`src/rtl/mux_2x1_arbiter_pkg.sv`:
```
// Shared types and constants for the two-requester mux arbiter.
package mux_arb_pkg;

  typedef enum logic [1:0] {
    IDLE = 2'd0,
    OWN0 = 2'd1,
    OWN1 = 2'd2
  } state_t;

  localparam logic REQ0 = 1'b0;
  localparam logic REQ1 = 1'b1;

  // Map a requester index to the state in which it owns the grant.
  function automatic state_t own_state(input logic req);
    return req ? OWN1 : OWN0;
  endfunction

endpackage

```
`src/rtl/mux_2x1_arbiter_if.sv`:
```
// Handshake bundle between two requesters, the arbiter and the downstream sink.
interface mux_2x1_arbiter_if #(
  parameter int DATA_W = 8
);

  logic              in0_valid;
  logic [DATA_W-1:0] in0_data;
  logic              in0_last;
  logic              in0_ready;

  logic              in1_valid;
  logic [DATA_W-1:0] in1_data;
  logic              in1_last;
  logic              in1_ready;

  logic              out_valid;
  logic [DATA_W-1:0] out_data;
  logic              out_last;
  logic              out_ready;

  logic              sel;
  logic              busy;

  // Environment side: drives requesters and downstream ready.
  modport master (
    output in0_valid, in0_data, in0_last,
    output in1_valid, in1_data, in1_last,
    output out_ready,
    input  in0_ready, in1_ready,
    input  out_valid, out_data, out_last,
    input  sel, busy
  );

  // Arbiter side.
  modport slave (
    input  in0_valid, in0_data, in0_last,
    input  in1_valid, in1_data, in1_last,
    input  out_ready,
    output in0_ready, in1_ready,
    output out_valid, out_data, out_last,
    output sel, busy
  );

endinterface

```
`src/rtl/mux_2x1_arbiter_mux.sv`:
```
// Single-bit 2:1 mux cell; the arbiter replicates it across the payload.
module mux_2x1 (
  input  logic i_a,
  input  logic i_b,
  input  logic i_sel,
  output logic o_y
);

  assign o_y = i_sel ? i_b : i_a;

endmodule

```
`src/rtl/mux_2x1_arbiter.sv`:
```
// Round-robin burst arbiter in front of the mux_2x1 datapath, with a
// one-entry registered output stage.
//
//   state | meaning
//   IDLE  | no owner, arbitrate on valids using the priority pointer
//   OWN0  | requester 0 holds the grant until last or MAX_BURST beats
//   OWN1  | requester 1 holds the grant until last or MAX_BURST beats
module mux_2x1_arbiter
  import mux_arb_pkg::*;
#(
  parameter int DATA_W    = 8,
  parameter int MAX_BURST = 4
) (
  input  logic             clk,
  input  logic             rst_n,
  mux_2x1_arbiter_if.slave bus
);

  localparam int                CNT_W       = $clog2(MAX_BURST + 1);
  localparam logic [CNT_W-1:0]  LP_CNT_LAST = CNT_W'(MAX_BURST - 1);

  state_t            r_state;
  state_t            w_state_nxt;
  logic              r_prio;
  logic              w_prio_nxt;
  logic [CNT_W-1:0]  r_beat_cnt;
  logic [CNT_W-1:0]  w_beat_cnt_nxt;
  logic              r_sel;

  logic              r_out_valid;
  logic [DATA_W-1:0] r_out_data;
  logic              r_out_last;

  logic [DATA_W:0]   w_mux_a;
  logic [DATA_W:0]   w_mux_b;
  logic [DATA_W:0]   w_mux_y;

  logic              w_can_load;
  logic              w_ready0;
  logic              w_ready1;
  logic              w_xfer;
  logic              w_max_hit;
  logic              w_burst_end;
  logic              w_other_valid;

  // Payload and last flag travel together through the mux cells.
  assign w_mux_a = {bus.in0_last, bus.in0_data};
  assign w_mux_b = {bus.in1_last, bus.in1_data};

  for (genvar g = 0; g <= DATA_W; g++) begin : g_mux
    mux_2x1 u_mux (
      .i_a  (w_mux_a[g]),
      .i_b  (w_mux_b[g]),
      .i_sel(r_sel),
      .o_y  (w_mux_y[g])
    );
  end

  // The output stage can take a beat when empty or draining this cycle.
  assign w_can_load    = !r_out_valid || bus.out_ready;
  assign w_ready0      = (r_state == OWN0) && w_can_load;
  assign w_ready1      = (r_state == OWN1) && w_can_load;
  assign w_xfer        = (w_ready0 && bus.in0_valid) || (w_ready1 && bus.in1_valid);
  assign w_max_hit     = (r_beat_cnt == LP_CNT_LAST);
  assign w_burst_end   = w_xfer && (w_mux_y[DATA_W] || w_max_hit);
  assign w_other_valid = (r_state == OWN0) ? bus.in1_valid : bus.in0_valid;

  // Next-state, priority pointer and beat counter decisions.
  always_comb begin
    w_state_nxt    = r_state;
    w_prio_nxt     = r_prio;
    w_beat_cnt_nxt = r_beat_cnt;
    case (r_state)
      IDLE: begin
        w_beat_cnt_nxt = '0;
        if (bus.in0_valid && bus.in1_valid) begin
          w_state_nxt = own_state(r_prio);
        end else if (bus.in0_valid) begin
          w_state_nxt = OWN0;
        end else if (bus.in1_valid) begin
          w_state_nxt = OWN1;
        end
      end
      OWN0, OWN1: begin
        if (w_burst_end) begin
          w_prio_nxt     = (r_state == OWN0) ? REQ1 : REQ0;
          w_beat_cnt_nxt = '0;
          w_state_nxt    = w_other_valid ? own_state(w_prio_nxt) : IDLE;
        end else if (w_xfer) begin
          w_beat_cnt_nxt = r_beat_cnt + CNT_W'(1);
        end
      end
      default: begin
        w_state_nxt    = IDLE;
        w_beat_cnt_nxt = '0;
      end
    endcase
  end

  // State, pointer, counter and registered select; sel tracks the next owner
  // so the mux is already steered when the grant becomes effective.
  always_ff @(posedge clk) begin
    if (!rst_n) begin
      r_state    <= IDLE;
      r_prio     <= REQ0;
      r_beat_cnt <= '0;
      r_sel      <= 1'b0;
    end else begin
      r_state    <= w_state_nxt;
      r_prio     <= w_prio_nxt;
      r_beat_cnt <= w_beat_cnt_nxt;
      r_sel      <= (w_state_nxt == OWN1);
    end
  end

  // One-entry output register; a forced rotation also marks the beat as last.
  always_ff @(posedge clk) begin
    if (!rst_n) begin
      r_out_valid <= 1'b0;
      r_out_data  <= '0;
      r_out_last  <= 1'b0;
    end else if (w_xfer) begin
      r_out_valid <= 1'b1;
      r_out_data  <= w_mux_y[DATA_W-1:0];
      r_out_last  <= w_mux_y[DATA_W] || w_max_hit;
    end else if (bus.out_ready) begin
      r_out_valid <= 1'b0;
    end
  end

  assign bus.in0_ready = w_ready0;
  assign bus.in1_ready = w_ready1;
  assign bus.out_valid = r_out_valid;
  assign bus.out_data  = r_out_data;
  assign bus.out_last  = r_out_last;
  assign bus.sel       = r_sel;
  assign bus.busy      = (r_state != IDLE);

endmodule

```
`src/flat_wrapper.sv`:
```
// flat-port wrapper written by rule: the top's interface ports become plain ports
module mux_2x1_arbiter_flat import mux_arb_pkg::*;
#(
  parameter int DATA_W    = 8,
  parameter int MAX_BURST = 4
)
  (clk, rst_n, bus_in0_valid, bus_in0_data, bus_in0_last, bus_in1_valid, bus_in1_data, bus_in1_last, bus_out_ready, bus_in0_ready, bus_in1_ready, bus_out_valid, bus_out_data, bus_out_last, bus_sel, bus_busy);
  mux_2x1_arbiter_if #(.DATA_W(DATA_W)) bus_i ();
  input  logic clk;
  input  logic rst_n;
  input wire logic [$bits(bus_i.in0_valid)-1:0] bus_in0_valid;
  input wire logic [$bits(bus_i.in0_data)-1:0] bus_in0_data;
  input wire logic [$bits(bus_i.in0_last)-1:0] bus_in0_last;
  input wire logic [$bits(bus_i.in1_valid)-1:0] bus_in1_valid;
  input wire logic [$bits(bus_i.in1_data)-1:0] bus_in1_data;
  input wire logic [$bits(bus_i.in1_last)-1:0] bus_in1_last;
  input wire logic [$bits(bus_i.out_ready)-1:0] bus_out_ready;
  output wire logic [$bits(bus_i.in0_ready)-1:0] bus_in0_ready;
  output wire logic [$bits(bus_i.in1_ready)-1:0] bus_in1_ready;
  output wire logic [$bits(bus_i.out_valid)-1:0] bus_out_valid;
  output wire logic [$bits(bus_i.out_data)-1:0] bus_out_data;
  output wire logic [$bits(bus_i.out_last)-1:0] bus_out_last;
  output wire logic [$bits(bus_i.sel)-1:0] bus_sel;
  output wire logic [$bits(bus_i.busy)-1:0] bus_busy;
  assign bus_i.in0_valid = bus_in0_valid;
  assign bus_i.in0_data = bus_in0_data;
  assign bus_i.in0_last = bus_in0_last;
  assign bus_i.in1_valid = bus_in1_valid;
  assign bus_i.in1_data = bus_in1_data;
  assign bus_i.in1_last = bus_in1_last;
  assign bus_i.out_ready = bus_out_ready;
  assign bus_in0_ready = bus_i.in0_ready;
  assign bus_in1_ready = bus_i.in1_ready;
  assign bus_out_valid = bus_i.out_valid;
  assign bus_out_data = bus_i.out_data;
  assign bus_out_last = bus_i.out_last;
  assign bus_sel = bus_i.sel;
  assign bus_busy = bus_i.busy;
  mux_2x1_arbiter #(.DATA_W(DATA_W), .MAX_BURST(MAX_BURST)) u_core (.clk(clk), .rst_n(rst_n), .bus(bus_i));
endmodule
```
`config.mk`:
```
export PLATFORM = sky130hd
export DESIGN_NAME = mux_2x1_arbiter_flat
export DESIGN_NICKNAME = d
export VERILOG_FILES = /design/src/rtl/mux_2x1_arbiter_pkg.sv /design/src/rtl/mux_2x1_arbiter_if.sv /design/src/rtl/mux_2x1_arbiter_mux.sv /design/src/rtl/mux_2x1_arbiter.sv /design/src/flat_wrapper.sv
export SDC_FILE = /design/constraint.sdc
export NUM_CORES = 1
export LEC_CHECK = 0
export CELL_PAD_IN_SITES_DETAIL_PLACEMENT = 1
export CELL_PAD_IN_SITES_GLOBAL_PLACEMENT = 1
export CORE_MARGIN = 10
export CORE_UTILIZATION = 33
export DETAILED_ROUTE_END_ITERATION = 8
export GPL_ROUTABILITY_DRIVEN = 0
export PLACE_DENSITY_LB_ADDON = 0.1
export SYNTH_ARGS = -nofsm -noshare
export SYNTH_HDL_FRONTEND = slang
export SYNTH_SLANG_ARGS = --single-unit
```
`constraint.sdc`:
```
create_clock -name clk -period 2.93 [get_ports clk]
set_input_delay 0.586 -clock clk [delete_from_list [all_inputs] [get_ports clk]]
set_output_delay 0.586 -clock clk [all_outputs]
set_load 0.02 [all_outputs]
```
# == Yosys cells after proc, flatten, opt, wreduce, memory -nomap -nowiden ==
# Index checks and enable logic that the tools add are counted.
# classes
n_bitwise,2
reduce_logical,16
muxes,21
add_sub_neg,1
eq_ne,4
# op_table
op,n
two-way mux 2 bit,7
two-way mux 1 bit,13
logical AND 1 bit,6
"== test 2 bit, second input constant",2
one-hot mux 2 bit (2 select lines),1
nonzero test 2 bit,2
"adder 3 x 1 -> 3 bit, second input constant",1
"== test 3 x 2 -> 1 bit, second input constant",1
logical OR 1 bit,3
OR reduction 3 bit,1
"== test 2 x 1 -> 1 bit, second input constant",1
logical NOT 2 bit,1
inverter 1 bit,2
AND reduction 2 bit,1
OR reduction 2 bit,1
logical NOT 1 bit,1
# totals
wordCells,51
ff_bits,17

# == Logic depth before layout (Yosys ltp) ==
# Gate-level depths: netlist of the first run.
# depth
ltp_word,9
ltp_mapped,7

# == Cells and area by module ==
# Synthesis of the first run repeated with hierarchy kept, for this count alone.
# unflattened
hier_cells,106
hier_area_um2,958.4
# modules_own_cells
module,seq_area_each_um2,instances,area_each_um2,cells_each
mux_2x1_arbiter,340.3,1,823.3,97
mux_2x1,0.0,9,15.0,1

# == Worst setup path before layout of the first run ==
# OpenSTA, ideal clock, no wires.
# synth_path
kind,register -> register
from,"reg u_core.r_sel, in the netlist u_core.bus.sel"
to,reg u_core.r_state[1]
arrival_ns,1.586
slack_ns,1.207
synth_period_minus_slack_ns,1.723
setup_ns,0.136
path_stages_with_launch,6
path_cell_list,dfxtp_1 buf_6 mux2_4 or2_0 a222oi_1 nor3_1
# synth_via
elab_chain_cells,5
# synth_lines
element,line,source
from (decl),mux_2x1_arbiter.sv:28,logic r_sel;
from (signal assigned),mux_2x1_arbiter.sv:112,r_sel <= (w_state_nxt == OWN1);
two-way mux 1 bit,mux_2x1_arbiter_mux.sv:9,assign o_y = i_sel ? i_b : i_a;
logical OR 1 bit,mux_2x1_arbiter.sv:65,assign w_burst_end = w_xfer && (w_mux_y[DATA_W] || w_max_hit);
logical AND 1 bit,mux_2x1_arbiter.sv:65,
two-way mux 2 bit,mux_2x1_arbiter.sv:85,if (w_burst_end) begin
one-hot mux 2 bit (2 select lines),mux_2x1_arbiter.sv:73,case (r_state)
to (signal assigned),mux_2x1_arbiter.sv:109,r_state <= w_state_nxt;
to (decl),mux_2x1_arbiter.sv:22,state_t r_state;
# No other way between the ends.
# A chain may end at the register's enable or synchronous reset.

# == Worst setup path after layout of the first run ==
# layout_path
from,in bus_out_ready
to,out bus_in0_ready
# layout_via
elab_chain_cells,2
# layout_lines
element,line,source
from (decl),flat_wrapper.sv:17,input wire logic [$bits(bus_i.out_ready)-1:0] bus_out_ready;
logical OR 1 bit,mux_2x1_arbiter.sv:60,assign w_can_load = !r_out_valid || bus.out_ready;
logical AND 1 bit,mux_2x1_arbiter.sv:61,assign w_ready0 = (r_state == OWN0) && w_can_load;
to (decl),flat_wrapper.sv:18,output wire logic [$bits(bus_i.in0_ready)-1:0] bus_in0_ready;
# No other way between the ends.

==> results of run 1 <==
[registers in the layout, indices dropped and copies added, names as in the netlist]
signal and cells:
u_core.bus.out_data 8, u_core.bus.out_last 1, u_core.bus.out_valid 1, u_core.bus.sel 1, u_core.r_beat_cnt 3, u_core.r_prio 1, u_core.r_state 2
[cell usage after synthesis, drive strengths merged (2+ instances only)]
cell type / instances
dfxtp: 17
a22oi: 2
o21ai: 3
a21oi: 2
a21boi: 2
nand2b: 4
nand2: 11
ha: 6
inv: 5
and2: 2
mux2i: 9
o211a: 8
nor2: 7
o2111a: 2
buf: 2
[metal layers]
layer | part of all wire | vias to the layer above | track usage | wire (um)
met2 | 0.47 | 26 | 0.161 | 1200
met1 | 0.39 | 391 | 0.0923 | 1000
met3 | 0.11 | 5 | 0.0531 | 288
met4 | 0.020 | 0 | 0.0506 | 52
met5 | 0 | - | 0 | 0
li1 | - | 426 | - | -
[worst min-delay path: cells and delay by family (launching register included)]
family	cells	cell delay, ns
and+or+nand+nor	1	0.05
AOI/OAI and AO/OA	1	0.05
DFF	1	0.33
[path summary, 6_finish.rpt]
path                          endpoint  slack [ns]  cells after the start
setup / recovery         bus_in0_ready        0.29                      4
setup reg to reg     u_core.r_state[1]        0.97                      4
hold / removal    u_core.r_beat_cnt[2]        0.46                      2
hold reg to reg   u_core.r_beat_cnt[2]        0.46                      2
[final cells by class]
class,count,area [sq um]
inverter,5,18.8
clock buffer,3,22.5
sequential,17,340
clock inverter,1,5.00
timing repair buffer,37,368
multi-input combinational,71,552
fill,317,1390
tap,31,38.8
[report_power, final]
group | internal (mW) | switching, mW | total, mW
combinational | 0.107 | 0.100 | 0.208
sequential | 0.251 | 0.0155 | 0.267
clock | 0.0509 | 0.0793 | 0.130
total | 0.409 | 0.195 | 0.604
[per-stage QoR]
stage	power [mW]	worst slack, ns	instances	hold slack (ns)
3_3_place_gp	0.477	0.306	161	0.439
2_1_floorplan	0.384	1.21	96	0.431
3_5_place_dp	0.482	0.283	161	0.454
6_report	0.604	0.295	165	0.461
4_1_cts	0.616	0.283	165	0.470
5_1_grt	0.643	0.180	165	0.509
[kinds of logic after synthesis]
logic type	synth area share
DFF	0.366
muxes	0.113
buffers and inverters	0.0417
AOI/OAI and AO/OA	0.228
adders and majority gates	0.0806
and+or+nand+nor	0.171
==> metrics.md, run 1 <==
| Metric | Value |
|---|---|
| Share of the yosys chip area belonging to registers | `0.366` |
| Max stage delay cell, worst path | `clkdlybuf4s50_1` |
| Type of the worst min-delay path | `flip-flop to flip-flop` |
| Worst slew slack as a fraction of its limit | `0.552` |
| Die Ht | `73.1 um` |
| Total placed instance area | `1320 sq um` |
| DRC marker count from the first detailed-route iteration | `26` |
| Syn Std Cell Area | `931 sq um` |
| Cells after synthesis | `96` |
| Via count of the first global-routing pass | `950` |
| Startpoint of the most critical register-to-register path | `u_core.bus.sel` |
| Family of cells with the greatest summed delay on the critical path | `buffers and inverters` |
| Reg clk slew, reported paths | `0.11 ns` |
| Setup TNS | `0 ns` |
| Biggest fanout along the worst timing path | `7` |
| Pwr per Cell Area | `449 nW/um^2` |
| Number of synthesized flops with an enable pin | `0` |
| Period utilisation layout | `0.899` |
| Clock period minus worst slack | `2.64 ns` |
| Most common cell after layout, fill and taps aside | `clkdlybuf4s50_1` |
| DR DRC count | `0` |
| Critical path class | `input port to output pin` |
| Total number of vias | `848` |
| Final count of negative-setup-slack endpoints | `0` |
| Number of distinct library cells after synthesis | `30` |
| Total leakage power | `0.579 nW` |
| # rows | `19` |
| Top-Level Pins | `37` |
| Buffer type at the clock tree root | `clkbuf_4` |
| Highest-count cells in the layout ignoring fill and taps | `clkdlybuf4s50_1, dfxtp_1, nand2_1, mux2i_1, o211a_1` |
| Total clock buffers created by CTS | `3` |
| Cts-stage hold buffer count | `0` |
| Total of max-cap violations | `0` |
| Yosys warning total | `0` |
| Post-CTS resize count | `0` |
| Clock tree buffer depth | `2` |
| Setup repair after global routing missed its margin | `no` |
| Share of flip-flops with an asynchronous set or reset | `0` |
| Total Die Area | `5350 sq um` |
| Crit path required time | `2.34 ns` |
| H-tree levels | `1` |
| Post-route core utilization | `0.492` |
| Non-Filler Cell Area, Final | `1350 sq um` |
| Initial antenna violation count | `0` |
| Nets in the synthesized netlist | `125` |
| Routed wirelength normalized by instance count | `15.4 um` |
| Total Routed Length | `2550 um` |
| Growth of design area from synthesis to finish | `44.5%` |
| Remaining global-route overflow | `0` |
| Vias per cell | `5.14` |
| Clk Latency, worst-skew pair | `0.30 ns` |
| DIE WIDTH | `73.1 um` |
| Core area | `2730 sq um` |
| Pin count of the biggest net entering global routing | `16` |
| Top cell type's share of synthesized area | `0.366` |
| ANT nets after route | `0` |
| Peak per-stage delay on the critical path | `0.60 ns` |
| Sum of buffers and inverters on the critical path | `2` |
| Ant. Diodes | `0` |
| Hold path start | `u_core.r_beat_cnt[2]` |
| Post-CTS setup repair buffer count | `0` |
| Post-Synthesis Mean Instance Area | `9.70 sq um` |
| Net count, final | `164` |
| Detailed placement HPWL | `2080 um` |
| Startpoint kind of the worst setup timing path | `input port` |
| CTS tree | `done` |
| Maximum ir drop on the vdd rail | `0.000244 V` |
| Outcome | `finished, final reports clean` |
| Synth area leader | `dfxtp_1` |
| Transition time at the pin with the least slew margin | `0.666 ns` |
| Final hold violation count | `0` |
| Maximum operating frequency | `0.379 GHz` |
| First-pass GRT wire length | `4170 um` |
| Drt first pass iters | `4` |
| Critical path arrival | `2.05 ns` |
| CP Capture Type | `output pin` |
| Cells along the critical path | `clkdlybuf4s50_1, nand2b_1, and2_1, clkdlybuf4s50_1` |
| Clock sink count | `17` |
| Main area contributors after synthesis | `dfxtp_1, mux2i_1, o211a_1` |
| Count of port buffers added during placement | `36` |
| Starting utilization of the core area | `0.341` |
| CP most frequent cell | `clkdlybuf4s50_1` |
| Crit. Startpoint | `bus_out_ready` |
| All-Layer GR Usage | `0.0963` |
| Slew Viols, Final | `0` |
| Primary flip-flop cell chosen by synthesis mapping | `dfxtp_1` |
| Share of post-route cells with drive strength above 1 | `0.0672` |
| Worst-case clock skew | `0.00648 ns` |
| Count of state elements after synthesis | `17` |
Note: power is estimated with default switching activity, not from simulation.
==> run 2, diff against run 1 <==
Settings changed: CTS_CLUSTER_DIAMETER set to 40.
==> results of run 2 <==
Same layout as run 1: the final DEF is identical, and so are final timing and power.
==> run 3, diff against run 2 <==
Settings changed: CORE_MARGIN 10 to not set.
==> run 3 against run 2 <==
  * Clock power is essentially flat
  * Core utilization is 3.4 points higher
  * Final area increased by 0.37%
  * Sequential power barely moved
  * Register-to-register slack improved by 0.05 ns
  * Global-route usage is 6.1 points higher
  * Power is 0.32% lower
  * Cell count did not move
==> metrics.md, run 3 (synthesis results as in run 1) <==
| Metric | Value |
|---|---|
| Outcome | `finished, final reports clean` |
| Net count, final | `165` |
| CP Capture Type | `output pin` |
| Pin count of the biggest net entering global routing | `14` |
| Share of post-route cells with drive strength above 1 | `0.0667` |
| Total power of the final layout | `0.602 mW` |
| Reg clk slew, reported paths | `0.11 ns` |
| Proportion of total power due to net switching | `0.314` |
| Biggest fanout along the worst timing path | `7` |
| Switching power of the nets | `0.189 mW` |
| CTS tree | `done` |
| Setup TNS | `0 ns` |
| Total Routed Length | `2180 um` |
| Pwr per Cell Area | `446 nW/um^2` |
| Top-Level Pins | `37` |
| Type of the worst min-delay path | `flip-flop to flip-flop` |
| Drt first pass iters | `4` |
| Critical path class | `input port to output pin` |
| Total Die Area | `3040 sq um` |
| DRC marker count from the first detailed-route iteration | `16` |
| Power Internal | `0.413 mW` |
| Crit. Startpoint | `bus_out_ready` |
| Most common cell after layout, fill and taps aside | `clkdlybuf4s50_1` |
| Total of max-cap violations | `0` |
| Starting utilization of the core area | `0.363` |
| Worst Setup Slack post-DPL | `0.289 ns` |
| Count of port buffers added during placement | `36` |
| # rows | `18` |
| Post-CTS setup repair buffer count | `0` |
| Share of power burned in registers | `0.443` |
| Core area | `2570 sq um` |
| Post-CTS resize count | `0` |
| Final hold violation count | `0` |
| Worst slew slack as a fraction of its limit | `0.562` |
| Critical path arrival | `2.06 ns` |
| Routed wirelength normalized by instance count | `13.2 um` |
| Max reg flops | `8` |
| ANT nets after route | `0` |
| Slew Viols, Final | `0` |
| Startpoint kind of the worst setup timing path | `input port` |
| Clock power share | `0.212` |
| DR DRC count | `0` |
| H-tree levels | `1` |
| Total placed instance area | `1320 sq um` |
| Growth of design area from synthesis to finish | `45.0%` |
| Register-to-Register Setup Slack | `1.02 ns` |
| Total number of vias | `854` |
| Transition time at the pin with the least slew margin | `0.652 ns` |
| Buffer type at the clock tree root | `clkbuf_4` |
| Startpoint of the most critical register-to-register path | `u_core.bus.sel` |
| R2r endpoint | `u_core.r_state[1]` |
| Initial antenna violation count | `0` |
| Clk Latency, worst-skew pair | `0.29 ns` |
| First-pass GRT wire length | `3390 um` |
| Cts-stage hold buffer count | `0` |
| Worst-case clock skew | `0.00675 ns` |
| Maximum ir drop on the vdd rail | `0.000241 V` |
| Highest-count cells in the layout ignoring fill and taps | `clkdlybuf4s50_1, dfxtp_1, nand2_1, mux2i_1, o211a_1` |
| All-Layer GR Usage | `0.157` |
| Least setup slack across all paths after layout | `0.282 ns` |
| Termination of the worst setup path | `bus_in0_ready` |
| Final count of negative-setup-slack endpoints | `0` |
| Clock period minus worst slack | `2.65 ns` |
| Crit path required time | `2.34 ns` |
| Combinational power share | `0.345` |
| Setup repair after global routing missed its margin | `no` |
| Die Ht | `55.1 um` |
| Clock tree buffer depth | `2` |
| DIE WIDTH | `55.1 um` |
| Total leakage power | `0.582 nW` |
| Remaining global-route overflow | `0` |
| Ant. Diodes | `0` |
| Period utilisation layout | `0.904` |
| Detailed placement HPWL | `1770 um` |
| Via count of the first global-routing pass | `807` |
| Clock sink count | `17` |
| Vias per cell | `5.18` |
| Non-Filler Cell Area, Final | `1350 sq um` |
| Fill cell instance count of the final layout | `319` |
| Total clock buffers created by CTS | `3` |
| Reg2reg path depth | `4` |
| Maximum operating frequency | `0.378 GHz` |
## run 3: cell types whose count changed in the layout (fill, tap and decap cells not counted)
cell      previous run  this run
buf_4                1         2
clkbuf_1             0         1
clkinv_2             1         0
## run 3: layout make-up
type / count / area (sq um) / area share
timing repair buffer: 38 / 375 / 0.278
sequential: 17 / 340 / 0.252
clock buffer: 4 / 26.3 / 0.0195
inverter: 5 / 18.8 / 0.0139
tap: 30 / 37.5 / 0.0278
multi-input combinational: 71 / 552 / 0.409
## run 3: through the flow
| stage | utilization | instances | hold WS [ns] |
|---|---|---|---|
| after floorplan | - | 96 | 0.431 |
| after global placement | 0.516 | 161 | 0.438 |
| after detailed placement | 0.516 | 161 | 0.444 |
| after CTS | 0.526 | 165 | 0.459 |
| after global routing | 0.526 | 165 | 0.506 |
| final | 0.526 | 165 | 0.458 |
## run 3: worst max-delay path, stage by stage
cell and delay [ns]:
clkdlybuf4s50_1 0.47, nand2b_1 0.25, and2_1 0.16, clkdlybuf4s50_1 0.59
## run 3: power by group through the flow
stage	registers (mW)	clock network [mW]	logic (mW)
final	0.267	0.128	0.208
after global routing	0.270	0.143	0.227
after CTS	0.267	0.133	0.211
after detailed placement	0.272	0	0.210
after global placement	0.271	0	0.205
after floorplan	0.287	0	0.0968
## run 3: layer usage
layer,vias up,routed length (um),GRT usage
li1,428,-,-
met1,399,942,0.169
met2,25,1080,0.295
met3,2,147,0.0410
met4,0,15,0.0500
met5,-,0,0
## run 3: worst min-delay path by stage
stage | from | endpoint | slack [ns] | depth (start not counted)
3_5_place_dp | u_core.r_beat_cnt[2] | u_core.r_beat_cnt[2] | 0.44 | 2
3_3_place_gp | u_core.r_beat_cnt[2] | u_core.r_beat_cnt[2] | 0.44 | 2
5_1_grt | u_core.r_beat_cnt[2] | u_core.r_beat_cnt[2] | 0.51 | 2
6_report | u_core.r_beat_cnt[2] | u_core.r_beat_cnt[2] | 0.46 | 2
4_1_cts | u_core.r_beat_cnt[2] | u_core.r_beat_cnt[2] | 0.46 | 2
2_1_floorplan | u_core.r_beat_cnt[2] | u_core.r_beat_cnt[2] | 0.43 | 2
